$ cat src/rtl/parking_entry_controller.sv
// Multi-lane parking entry controller: owns the free-slot counter, arbitrates
// entry lanes round-robin and drives a timed gate-open pulse per granted car.
module parking_entry_controller #(
  parameter int N_LANES     = 2,
  parameter int CAP_WIDTH   = 8,
  parameter int CAPACITY    = 200,
  parameter int OPEN_CYCLES = 4
) (
  input  logic                 clk,
  input  logic                 rst_n,
  input  logic [N_LANES-1:0]   entry_req,
  input  logic                 exit_pulse,
  output logic [N_LANES-1:0]   entry_grant,
  output logic [N_LANES-1:0]   gate_open,
  output logic [CAP_WIDTH-1:0] free_slots,
  output logic                 full,
  output logic                 exit_err
);

  localparam int PTR_W = (N_LANES > 1) ? $clog2(N_LANES) : 1;
  localparam int CNT_W = (OPEN_CYCLES > 1) ? $clog2(OPEN_CYCLES) : 1;
  localparam logic [CAP_WIDTH-1:0] CAP_VAL  = CAP_WIDTH'(CAPACITY);
  localparam logic [CNT_W-1:0]     CNT_LOAD = CNT_W'(OPEN_CYCLES - 1);

  typedef enum logic {IDLE, OPEN} state_t;

  state_t             r_state;
  logic [PTR_W-1:0]   r_ptr;
  logic [PTR_W-1:0]   r_lane;
  logic [CNT_W-1:0]   r_cnt;

  logic               w_sel_valid;
  logic [PTR_W-1:0]   w_sel_idx;
  logic [PTR_W-1:0]   w_next_ptr;
  logic [N_LANES-1:0] w_sel_onehot;
  logic               w_grant;
  logic               w_inc;
  logic [CAP_WIDTH-1:0] w_free_next;

  // Scan from the farthest offset down so the lane nearest the pointer wins.
  // NOTE: every always_comb output gets a default first so no latch is inferred.
  always_comb begin
    w_sel_valid = 1'b0;
    w_sel_idx   = '0;
    for (int i = N_LANES - 1; i >= 0; i--) begin
      if (entry_req[(int'(r_ptr) + i) % N_LANES]) begin
        w_sel_valid = 1'b1;
        w_sel_idx   = PTR_W'((int'(r_ptr) + i) % N_LANES);
      end
    end
  end

  assign w_next_ptr   = PTR_W'((int'(w_sel_idx) + 1) % N_LANES);
  assign w_sel_onehot = N_LANES'(1) << w_sel_idx;
  assign w_grant      = (r_state == IDLE) && w_sel_valid && (free_slots != '0);
  assign w_inc        = exit_pulse && (free_slots != CAP_VAL);

  // A simultaneous grant and returned slot cancel out.
  always_comb begin
    w_free_next = free_slots;
    unique case ({w_grant, w_inc})
      2'b10:   w_free_next = free_slots - 1'b1;
      2'b01:   w_free_next = free_slots + 1'b1;
      default: w_free_next = free_slots;
    endcase
  end

  // NOTE: sequential state uses non-blocking assignments so every register
  // samples pre-edge values regardless of statement order.
  always_ff @(posedge clk or negedge rst_n) begin
    if (!rst_n) begin
      r_state     <= IDLE;
      r_ptr       <= '0;
      r_lane      <= '0;
      r_cnt       <= '0;
      entry_grant <= '0;
      gate_open   <= '0;
      free_slots  <= CAP_VAL;
      full        <= 1'b0;
      exit_err    <= 1'b0;
    end else begin
      free_slots  <= w_free_next;
      full        <= (w_free_next == '0);
      entry_grant <= '0;
      if (exit_pulse && (free_slots == CAP_VAL)) begin
        exit_err <= 1'b1;
      end

      unique case (r_state)
        IDLE: begin
          gate_open <= '0;
          if (w_grant) begin
            entry_grant <= w_sel_onehot;
            r_lane      <= w_sel_idx;
            r_ptr       <= w_next_ptr;
            r_cnt       <= CNT_LOAD;
            r_state     <= OPEN;
          end
        end
        OPEN: begin
          // Gate stays up through the IDLE cycle that follows, giving OPEN_CYCLES total.
          gate_open <= N_LANES'(1) << r_lane;
          if (r_cnt == '0) begin
            r_state <= IDLE;
          end else begin
            r_cnt <= r_cnt - 1'b1;
          end
        end
        default: r_state <= IDLE;
      endcase
    end
  end

endmodule

$ cat config.mk
export PLATFORM = sky130hd
export DESIGN_NAME = parking_entry_controller
export DESIGN_NICKNAME = d
export VERILOG_FILES = /design/src/rtl/parking_entry_controller.sv
export SDC_FILE = /design/constraint.sdc
export NUM_CORES = 1
export LEC_CHECK = 0
export BUFFER_PORTS_ARGS = -buffer_cell sky130_fd_sc_hd__buf_4
export CAP_MARGIN = 5
export CORE_UTILIZATION = 52
export CTS_BUF_LIST = sky130_fd_sc_hd__clkbuf_8
export DETAILED_ROUTE_END_ITERATION = 8
export GPL_TIMING_DRIVEN = 0
export PLACE_DENSITY_LB_ADDON = 0.1
export SYNTH_ARGS = -nofsm -noshare
export SYNTH_HDL_FRONTEND = slang
export SYNTH_SLANG_ARGS = --single-unit
export TNS_END_PERCENT = 1
$ cat constraint.sdc
create_clock -name clk -period 3.1 [get_ports clk]
set_input_delay 0.155 -clock clk [delete_from_list [all_inputs] [get_ports clk]]
set_output_delay 0.155 -clock clk [all_outputs]
set_load 0.02 [all_outputs]
==> results.md, run 1 <==
* Status: finished, final reports clean
* Sink Count at 19
* Largest net degree at the start of global routing at 20
* CP top delay family: simple AND/OR/NAND/NOR gates
* Distinct cells, synth at 40
* First DRT Iteration DRCs at 11
* Initial core utilization at 56.06%
* Std cell rows at 16
* TritonCTS buffer count at 3
* Lkg Pwr at between 0.7 and 0.8 nW
* Total routed wirelength at 2391 µm
* DR WL/cell at 14.58 µm
* Pre-Repair DR Iteration Count at 4
* Worst Hold Launch: entry_req[1]
* Worst hold path type: input port to flop
* Max cap viols at 0
* PortBufs at 18
* # setup viols final at 0
* CP endpoint kind: flop
* Slowest cell delay on critical path at 0.45 ns
* Overall routing resource usage at 21.33%
* Area of the mapped netlist at 1122 µm²
* Final period utilization at 95.51%
* Post-route clock skew at 0.001423 ns
* CTS Root Buffer Type: clkbuf_8
* Placer Congestion at between 0.8 and 0.9
* Most frequent cells in the layout: buf_4 (25), dfrtp_1 (13), inv_1 (8), a21oi_1 (8), ha_1 (7)
* P&R area growth vs syn at 31.33%
* Synth Warn # at 0
* Kind of critical path: flop to flop
* Total gr overflow at 0
* Worst R2R Start: free_slots[2]$_DFF_PN0_
* Cells after DPL at 152
* Layout Cells excl Fill at 164
* CTS max path bufs at 2
* Cell Pwr Density at 1286 nW/µm²
* Die Wd at 48.46 µm
* Placed cell areas at 1291 µm²
* Setup crit start: free_slots[2]$_DFF_PN0_
* Antenna-violating nets left at 0
* Clock latency on the worst-skew pair at 0.25 ns
* Average size of a mapped cell at 10.49 µm²
* Maximum clock frequency at 337.7 MHz
* CP max-delay cell: dfrtp_1
* Layout cells sized above 1 at 38.69%
* Peak supply drop at 752.0 µV
* H-tree levels at 1
* Async S/R FF share, synth at between 90% and 100%
* First-pass GRT wire length at between 3000 and 4000 µm
* Number of global-route vias before repair at 900
* Commonest non-fill, non-tap cell in the layout: buf_4
* Crit path DAT at approximately 3.1 ns
* Most used DFF post-synth: dfrtp_1
* DP HPWL at between 1500 and 2000 µm
* Design area at 1474 µm²
* Slew HR at approximately two thirds
* Total power at 0.001896 W
* Minimum clock period at just under 3 ns
* Crit path launch type: flop
* Initial antenna violation count at 0
* Die area at 2348 µm²
* Post-route DRC at 0
* Buf/Inv on CP at 2
* Critical path cell sequence: nor4b_4, and4_1, nor2b_1, ha_4, inv_4, ha_1, a211oi_4, buf_4, nor4b_4, o21a_1, o21ai_2, xnor2_2, nor4_2
* IO Count at 19
* Die H at ~48 µm
* Via count at 906
* DR vias/cell at around 5.5
* Util after Layout at 73.63%
* Clk slew on worst S/H paths at 0.07 ns
* Sequential fraction of the synthesis area at 42.70%
* Final hold vios at 0
* Pre-CTS setup slack at -0.3632 ns
* Actual slew at the worst max-slew pin at 0.4996 ns
* Most frequent CP cell: nor4b_4
* Core area at 2002 µm²
* Antenna Cells at 0
* Peak fanout along the critical path at 6
* FF+latch count, synth at 19
* Worst endpoint required time at about 3.3 ns
* Nets at 153
* Final Worst Setup Slack at 0.1392 ns
* Synth Instances at roughly 110
* Synth Net Count at between 100 and 150
* CTS tree: yes
* Max-slew violations at 0
* EDFF count, synth at 0
[worst reg2reg max path: stages (launching register included)]
cell	delay, ns
dfrtp_1	0.45
nor4b_4	0.32
and4_1	0.24
nor2b_1	0.08
ha_4	0.19
inv_4	0.09
ha_1	0.27
a211oi_4	0.34
buf_4	0.19
nor4b_4	0.05
o21a_1	0.18
o21ai_2	0.15
xnor2_2	0.10
nor4_2	0.23
[final timing paths]
path                       depth (start not counted)                  endpoint  slack (ns)
min in group asynchronous                          2   free_slots[2]$_DFF_PN0_        0.31
max in group asynchronous                          2   free_slots[6]$_DFF_PN1_        2.53
max reg2reg                                       13            full$_DFF_PN0_        0.14
min                                                2  entry_grant[0]$_DFF_PN0_        0.09
max                                               13            full$_DFF_PN0_        0.14
min reg2reg                                        1    gate_open[0]$_DFF_PN0_        0.46
[sequential cells by signal, summed over array words and instances (netlist names)]
signal and count:
r_lane 1, full 1, r_ptr 1, r_state 1, gate_open 2, exit_err 1
r_cnt 2, free_slots 8, entry_grant 2
[area by class of cell]
class,count,area [µm²]
clock buffers,3,41.29
inverters,8,32.53
multi-input cells,79,678.2
fillers,151,528.0
flip-flops and latches,19,483.0
repair buffers,26,197.7
clock inverters,1,3.754
plain buffers,1,3.754
well taps,27,33.78
[metal layers]
metal,up-vias,part of all wire [%],global-route usage (%)
li1,442,-,-
met1,445,49,28.95
met2,19,48,36.15
met3,0,3.6,5.660
met4,0,0,0.9804
met5,-,0,0
[where the power goes]
part           total [W]  internal, W  switching (W)
registers       0.000494     0.000385       0.000109
logic            0.00124     0.000570       0.000666
clock network   0.000165    0.0000879      0.0000772
[repair_timing]
action,in CTS,in global routing
gates resized for setup,7,12
hold buffers,1,0
buffers inserted,3,4
pin swaps,3,5
setup endpoints to repair,3,1
hold endpoints to repair,16,0
[cells in the mapped netlist (all sizes together) (2+ instances only)]
library cell  count  share of area (%)
o21ai             8                3.9
xnor2             3                2.3
nor2              5                1.7
nand2             5                1.7
a21oi             8                3.6
nor3              2               0.89
a211o             2                1.7
nand3b            2                1.3
a211oi            2                2.5
ha                9                 10
dfstp             3                7.0
inv               8                2.7
nor2b             3                1.7
and3              2                1.1
nor3b             2                1.3
and2              2                1.2
dfrtp            16                 36
nor4b             2                2.9
a21o              5                3.3
nand2b            4                2.2
[per-stage QoR]
step / hold slack [ns] / setup TNS [ns]
6_report: 0.09388 / 0
3_3_place_gp: 0.03630 / -0.4541
5_1_grt: 0.1107 / -0.005871
4_1_cts: 0.09097 / 0
3_5_place_dp: 0.03743 / -0.5758
2_1_floorplan: -0.1406 / 0
[logic make-up after synthesis]
group | after synthesis | share of synthesized area, %
xor gates and xnor gates | 4 | 3.122
muxes | 2 | 1.895
DFF | 19 | 42.70
and+or+nand+nor | 33 | 19.06
AOI/OAI and AO/OA | 30 | 18.40
adders and majority gates | 10 | 11.82
buffers and inverters | 9 | 3.010
(Power assumes the default switching activity.)
==> run 2: changes to the inputs <==
ABC_AREA = 1   (was unset)
==> run 2 against run 1 <==
Against the previous run:
- register-to-register slack improved by 0.24 ns
- non-clock buffer count fell by 8
- global-route usage rose by 0.29 points
- combinational power fell by 12%
- synthesized area rose by 7.0%
- cell count rose by 31%
- clock skew fell by 0.00089 ns
- sequential cell count did not move
- setup slack improved by 0.24 ns
- critical path depth rose by 1
- largest cell class unchanged
- largest power group unchanged
- highest routed layer unchanged
==> results.md, run 2 <==
* Status: finished, final reports clean
* Worst hold path type: input port to flop
* Distinct cells, synth at 22
* Mux cell area share after synthesis at 0%
* Synth Instances at between 150 and 200
* Slowest cell delay on critical path at 0.44 ns
* Layout cells sized above 1 at 17.11%
* XOR/XNOR Fraction of Synth Area at 0.7292%
* Core area at 2191 µm²
* Initial core utilization at 54.83%
* Peak fanout along the critical path at 7
* Max reg flops at 8
* Synth Net Count at ~180
* Average size of a mapped cell at 7.324 µm²
* Main combinational cell family by area after synthesis: simple AND/OR/NAND/NOR gates
* Nets at roughly 200
* Die Wd at ~50 µm
* Synth Area in Compound Gates at 5.833%
* Busiest grt layer: met2
* FF+latch count, synth at 19
* Max cap viols at 0
* CP endpoint kind: flop
* Dominant cell type by area after synthesis: dfrtp_1
* PortBufs at 18
* P&R area growth vs syn at 19.27%
* Synth Warn # at 0
* Sequential fraction of the synthesis area at 39.90%
* IO Count at 19
* Top-count cell post-synth: nand2_1
* Total routed wirelength at approximately 2300 µm
* Post-route DRC at 0
* Commonest non-fill, non-tap cell in the layout: nand2_1
* First DRT Iteration DRCs at 26
* Overall routing resource usage at ~22%
* Most used DFF post-synth: dfrtp_1
* Simple-Gate Fraction of Synth Area at 31.56%
* Fin Setup TNS at 0 ns
* Top cells by area, synth: dfrtp_1 (33%), nand2_1 (15%), inv_1 (11%)
* Via count at 1037
* Crit path launch type: flop
* Initial antenna violation count at 0
* Sink Count at 19
* Crit path DAT at 2.91 ns
* # setup viols final at 0
* Pre-Repair DR Iteration Count at 6
* CTS max path bufs at 2
* Util after Layout at approximately 65%
* Slew HR at between 80% and 90%
* Antenna Cells at 0
* Total gr overflow at 0
* CTS Root Buffer Type: clkbuf_8
* Critical path cell sequence: nor3_1, nand3_1, o21ai_4, ha_1, inv_1, ha_1, inv_1, nand2_1, nand3_1, nand3_1, nand3_1, nor2_1, nand2_1, nor2_1
* Cells after DPL at between 200 and 250
* CP top delay family: simple AND/OR/NAND/NOR gates
* Most frequent cells after synthesis: nand2_1 (48), inv_1 (34), nand3_1 (19), dfrtp_1 (16), nor2_1 (13)
* Most frequent cells in the layout: nand2_1 (48), inv_1 (35), nand3_1 (19)
* Most frequent CP cell: nand3_1
* Number of global-route vias before repair at 940
* Met3 GRT Util at 6.481%
* Maximum clock frequency at 367.5 MHz
* Die area at 2506 µm²
* Antenna-violating nets left at 0
* Grt met2 use at 34.67%
* Post-Synth Adder-Cell Area at 11.04%
* First-pass GRT wire length at 4036 µm
* Clk slew on worst S/H paths at roughly 0.070 ns
* Setup Buffers After CTS at 0
* Std cell rows at 17
* Placer Congestion at 0.8417
* Placed cell areas at 1371 µm²
* Peak supply drop at 687.2 µV
* Global-route track usage on met1 at 29.22%
* Minimum clock period at 2.721 ns
* DR vias/cell at 4.823
* Clock latency on the worst-skew pair at 0.25 ns
* Top reg by flops: free_slots
* CTS tree: yes
* DR WL/cell at 10.61 µm
* Lkg Pwr at 0.8233 nW
* Top-area cell type share of the netlist area at between 30% and 40%
* Largest net degree at the start of global routing at 20
* Max-slew violations at 0
* H-tree levels at 1
* Die H at 50.06 µm
* RSZ-0062 raised after global routing: no
* Hold_ws at 0.1142 ns
* CP max-delay cell: dfrtp_1
* Final hold vios at 0
* Cell Pwr Density at 1200 nW/µm²
* Actual slew at the worst max-slew pin at 0.2758 ns
* Kind of critical path: flop to flop
* Layout Cells excl Fill at 215
* Design area at about 1400 µm²
* Buf/Inv on CP at 2
* TritonCTS buffer count at 3
* Async S/R FF share, synth at 100.0%
* Worst endpoint required time at 3.29 ns
* Post-route clock skew at 0.0005331 ns
* Area of the mapped netlist at 1201 µm²
* Final period utilization at 87.79%
* EDFF count, synth at 0
* DP HPWL at 1775 µm
==> run 2: changes by cell type in the layout (fill, tap and decap cells not counted), sizes merged, moves of 3 or more <==
cell	previous run	this run
a21o	5	0
a21oi	8	5
buf	25	18
inv	9	36
nand2	5	51
nand2b	4	0
nand3	0	19
nor2	5	13
nor2b	3	0
xnor2	3	0
==> run 2: timing repair <==
action	4_1_cts	5_1_grt
gates resized for setup	0	1
hold endpoints to repair	16	0
endpoints found under the setup margin	0	1
hold buffers	1	0
==> run 2: cells by family (layout without fill, tap and decap cells) <==
logic type               after synthesis  in the layout
buffers and inverters                 35             58
adder cells (fa/ha/maj)               10             10
AO/OA/AOI/OAI                         11             11
XOR/XNOR                               1              1
flip-flops                            19             19
AND/OR/NAND/NOR                       88             88
==> run 2: worst paths after layout <==
path                       cells past startpoint                     from                      end  slack [ns]
min in group asynchronous                      2                    rst_n  free_slots[4]$_DFF_PN0_        0.31
setup / recovery                              14  free_slots[5]$_DFF_PN0_           full$_DFF_PN0_        0.38
setup reg to reg                              14  free_slots[5]$_DFF_PN0_           full$_DFF_PN0_        0.38
hold / removal                                 3               exit_pulse     exit_err$_DFFE_PN0P_        0.11
hold reg to reg                                1       r_lane$_DFFE_PN0P_   gate_open[0]$_DFF_PN0_        0.47
max in group asynchronous                      2                    rst_n  free_slots[7]$_DFF_PN1_        2.53
==> run 2: layout make-up <==
type	instances	area, µm²
tap	28	35.03
multi-input combinational	110	596.8
inverter	35	131.4
fill	198	758.2
clock buffer	3	41.29
timing repair buffer	19	145.1
clock inverter	1	3.754
sequential	19	479.2
==> run 2: tightest hold or removal path: cells and delay by family <==
kind / cells / cell delay, ns
buf+inv: 1 / 0.08
simple gates: 2 / 0.10
==> run 2: where the power goes <==
group / internal, W / switching [W] / total [W] / leakage [nW]
clock network: 0.0000879 / 0.0000760 / 0.000164 / 0.0269
registers: 0.000374 / 0.0000880 / 0.000462 / 0.221
logic: 0.000414 / 0.000679 / 0.00109 / 0.575
==> run 2: routing by layer <==
layer | part of all wire (%) | up-vias
li1 | - | 550
met1 | 51 | 465
met2 | 44 | 22
met3 | 4.5 | 0
met4 | 0 | 0
met5 | 0 | -
==> run 2: per-stage QoR <==
| stage | power, W | setup slack (ns) |
|---|---|---|
| after floorplan | 0.001264 | 0.6236 |
| after global placement | 0.001515 | 0.3248 |
| after detailed placement | 0.001548 | 0.3260 |
| after CTS | 0.001718 | 0.3119 |
| after global routing | 0.001913 | 0.1002 |
| final | 0.001719 | 0.3785 |
==> run 3: changes to the inputs <==
CORE_UTILIZATION = 42   (was 52)
==> run 3 against run 2 <==
Against the previous run:
- utilization fell by 13 points
- clock skew up 0.00090 ns
- sequential cell count is the same
- clock power hardly changed
- worst hold slack worse by 0.014 ns
- critical path type unchanged
- critical endpoint unchanged
- largest cell class unchanged
==> results.md, run 3 (synthesis results as in run 2) <==
* Status: finished, final reports clean
* DR WL/cell at ~11 µm
* Most frequent cells in the layout: nand2_1 (48), inv_1 (34), nand3_1 (19)
* Post-route DRC at 0
* Die Wd at 55.48 µm
* Slew HR at about 81%
* Max-slew violations at 0
* Sink Count at 19
* Total routed wirelength at 2352 µm
* Peak fanout along the critical path at 7
* Lkg Pwr at 0.8226 nW
* Number of global-route vias before repair at 1040
* PortBufs at 18
* Metal-1 WL at about 1100 µm
* Std cell rows at 19
* Final hold vios at 0
* Worst endpoint required time at ~3.3 ns
* Commonest non-fill, non-tap cell in the layout: nand2_1
* Fill cells at 276
* Total gr overflow at 0
* Overall routing resource usage at 17.68%
* Final period utilization at a little under 90%
* Pre-Repair DR Iteration Count at 4
* Design area at 1436 µm²
* Crit path launch type: flop
* Clock latency on the worst-skew pair at 0.25 ns
* Post-route clock skew at 0.001429 ns
* Via count at 1050
* Die H at 55.48 µm
* Peak supply drop at ~710 µV
* Antenna-violating nets left at 0
* First-pass GRT wire length at 4353 µm
* H-tree levels at 1
* # setup viols final at 0
* Kind of critical path: flop to flop
* Top reg by flops: free_slots
* TritonCTS buffer count at 3
* CTS max path bufs at 2
* Met3 routed WL at 62 µm
* Clk slew on worst S/H paths at 0.07 ns
* Worst hold path type: input port to flop
* Actual slew at the worst max-slew pin at 0.2817 ns
* Crit path DAT at 2.91 ns
* RSZ-0062 raised after global routing: no
* Max cap viols at 0
* Fin Setup TNS at 0 ns
* CTS Root Buffer Type: clkbuf_8
* Max reg flops at 8
* First DRT Iteration DRCs at 14
* Placed cell areas at 1375 µm²
* Largest net degree at the start of global routing at 20
* IO Count at 19
* Core area at 2734 µm²
* Maximum clock frequency at roughly 370 MHz
* DP HPWL at 1907 µm
* CTS tree: yes
* P&R area growth vs syn at 19.58%
* Placer Congestion at ~0.87
* Die area at 3077 µm²
* CP endpoint kind: flop
* Layout cells sized above 1 at 17.65%
* Initial core utilization at between 40% and 50%
* Initial antenna violation count at 0
* Nets at between 200 and 250
* Antenna Cells at 0
* Cell Pwr Density at around 1200 nW/µm²
* DR vias/cell at 4.817
* Minimum clock period at ~2.7 ns
* Max layer used: met4
* WL met2 at roughly 1200 µm
==> run 3: final timing paths <==
path | startpoint | to | slack (ns) | cells after the start
worst max-delay path | free_slots[5]$_DFF_PN0_ | full$_DFF_PN0_ | 0.38 | 14
worst min-delay path | exit_pulse | exit_err$_DFFE_PN0P_ | 0.10 | 3
worst min register to register | r_lane$_DFFE_PN0P_ | gate_open[0]$_DFF_PN0_ | 0.46 | 1
min in group asynchronous | rst_n | free_slots[5]$_DFF_PN0_ | 0.30 | 2
max in group asynchronous | rst_n | free_slots[3]$_DFF_PN1_ | 2.53 | 2
worst max register to register | free_slots[5]$_DFF_PN0_ | full$_DFF_PN0_ | 0.38 | 14
==> run 3: where the power goes <==
part,switching [W],internal [W]
clock,0.0000775,0.0000880
sequential,0.0000854,0.000374
combinational,0.000678,0.000416
total,0.000841,0.000879
==> run 3: metal layers <==
metal,global-route usage (%),up-vias
li1,-,546
met1,21.43,482
met2,30.98,15
met3,2.342,7
met4,8.214,0
met5,0,-
==> run 3: worst max-delay path: stages (launching register included) <==
cell	delay, ns
dfrtp_1	0.44
nor3_1	0.20
nand3_1	0.18
o21ai_4	0.27
ha_1	0.32
inv_2	0.13
ha_1	0.38
inv_1	0.07
nand2_1	0.12
nand3_1	0.09
nand3_1	0.13
nand3_1	0.08
nor2_1	0.09
nand2_1	0.06
nor2_1	0.10
==> run 3: final cells by class <==
cell class | instances | area (µm²) | area share (%)
clock inverters | 1 | 3.754 | 0.2613
flip-flops and latches | 19 | 479.2 | 33.36
inverters | 35 | 131.4 | 9.146
repair buffers | 19 | 145.1 | 10.10
multi-input cells | 110 | 596.8 | 41.55
clock buffers | 3 | 41.29 | 2.875
well taps | 31 | 38.79 | 2.700
==> run 3: timing repair <==
action,CTS,global route
endpoints found under the hold margin,16,0
buffers inserted,0,0
gates resized for setup,0,2
setup endpoints to repair,0,3
hold buffers,1,0
==> run 3: stage by stage <==
stage	cells	utilization [%]	setup slack (ns)	hold WS [ns]	total power, W
4_1_cts	218	52.31	0.1573	0.09722	0.001737
6_report	218	52.54	0.3767	0.1004	0.001720
3_3_place_gp	213	50.30	0.2660	0.03842	0.001533
5_1_grt	218	52.54	0.06092	0.1042	0.001922
3_5_place_dp	213	50.30	0.1902	0.04368	0.001563
2_1_floorplan	164	-	0.6236	-0.1406	0.001264
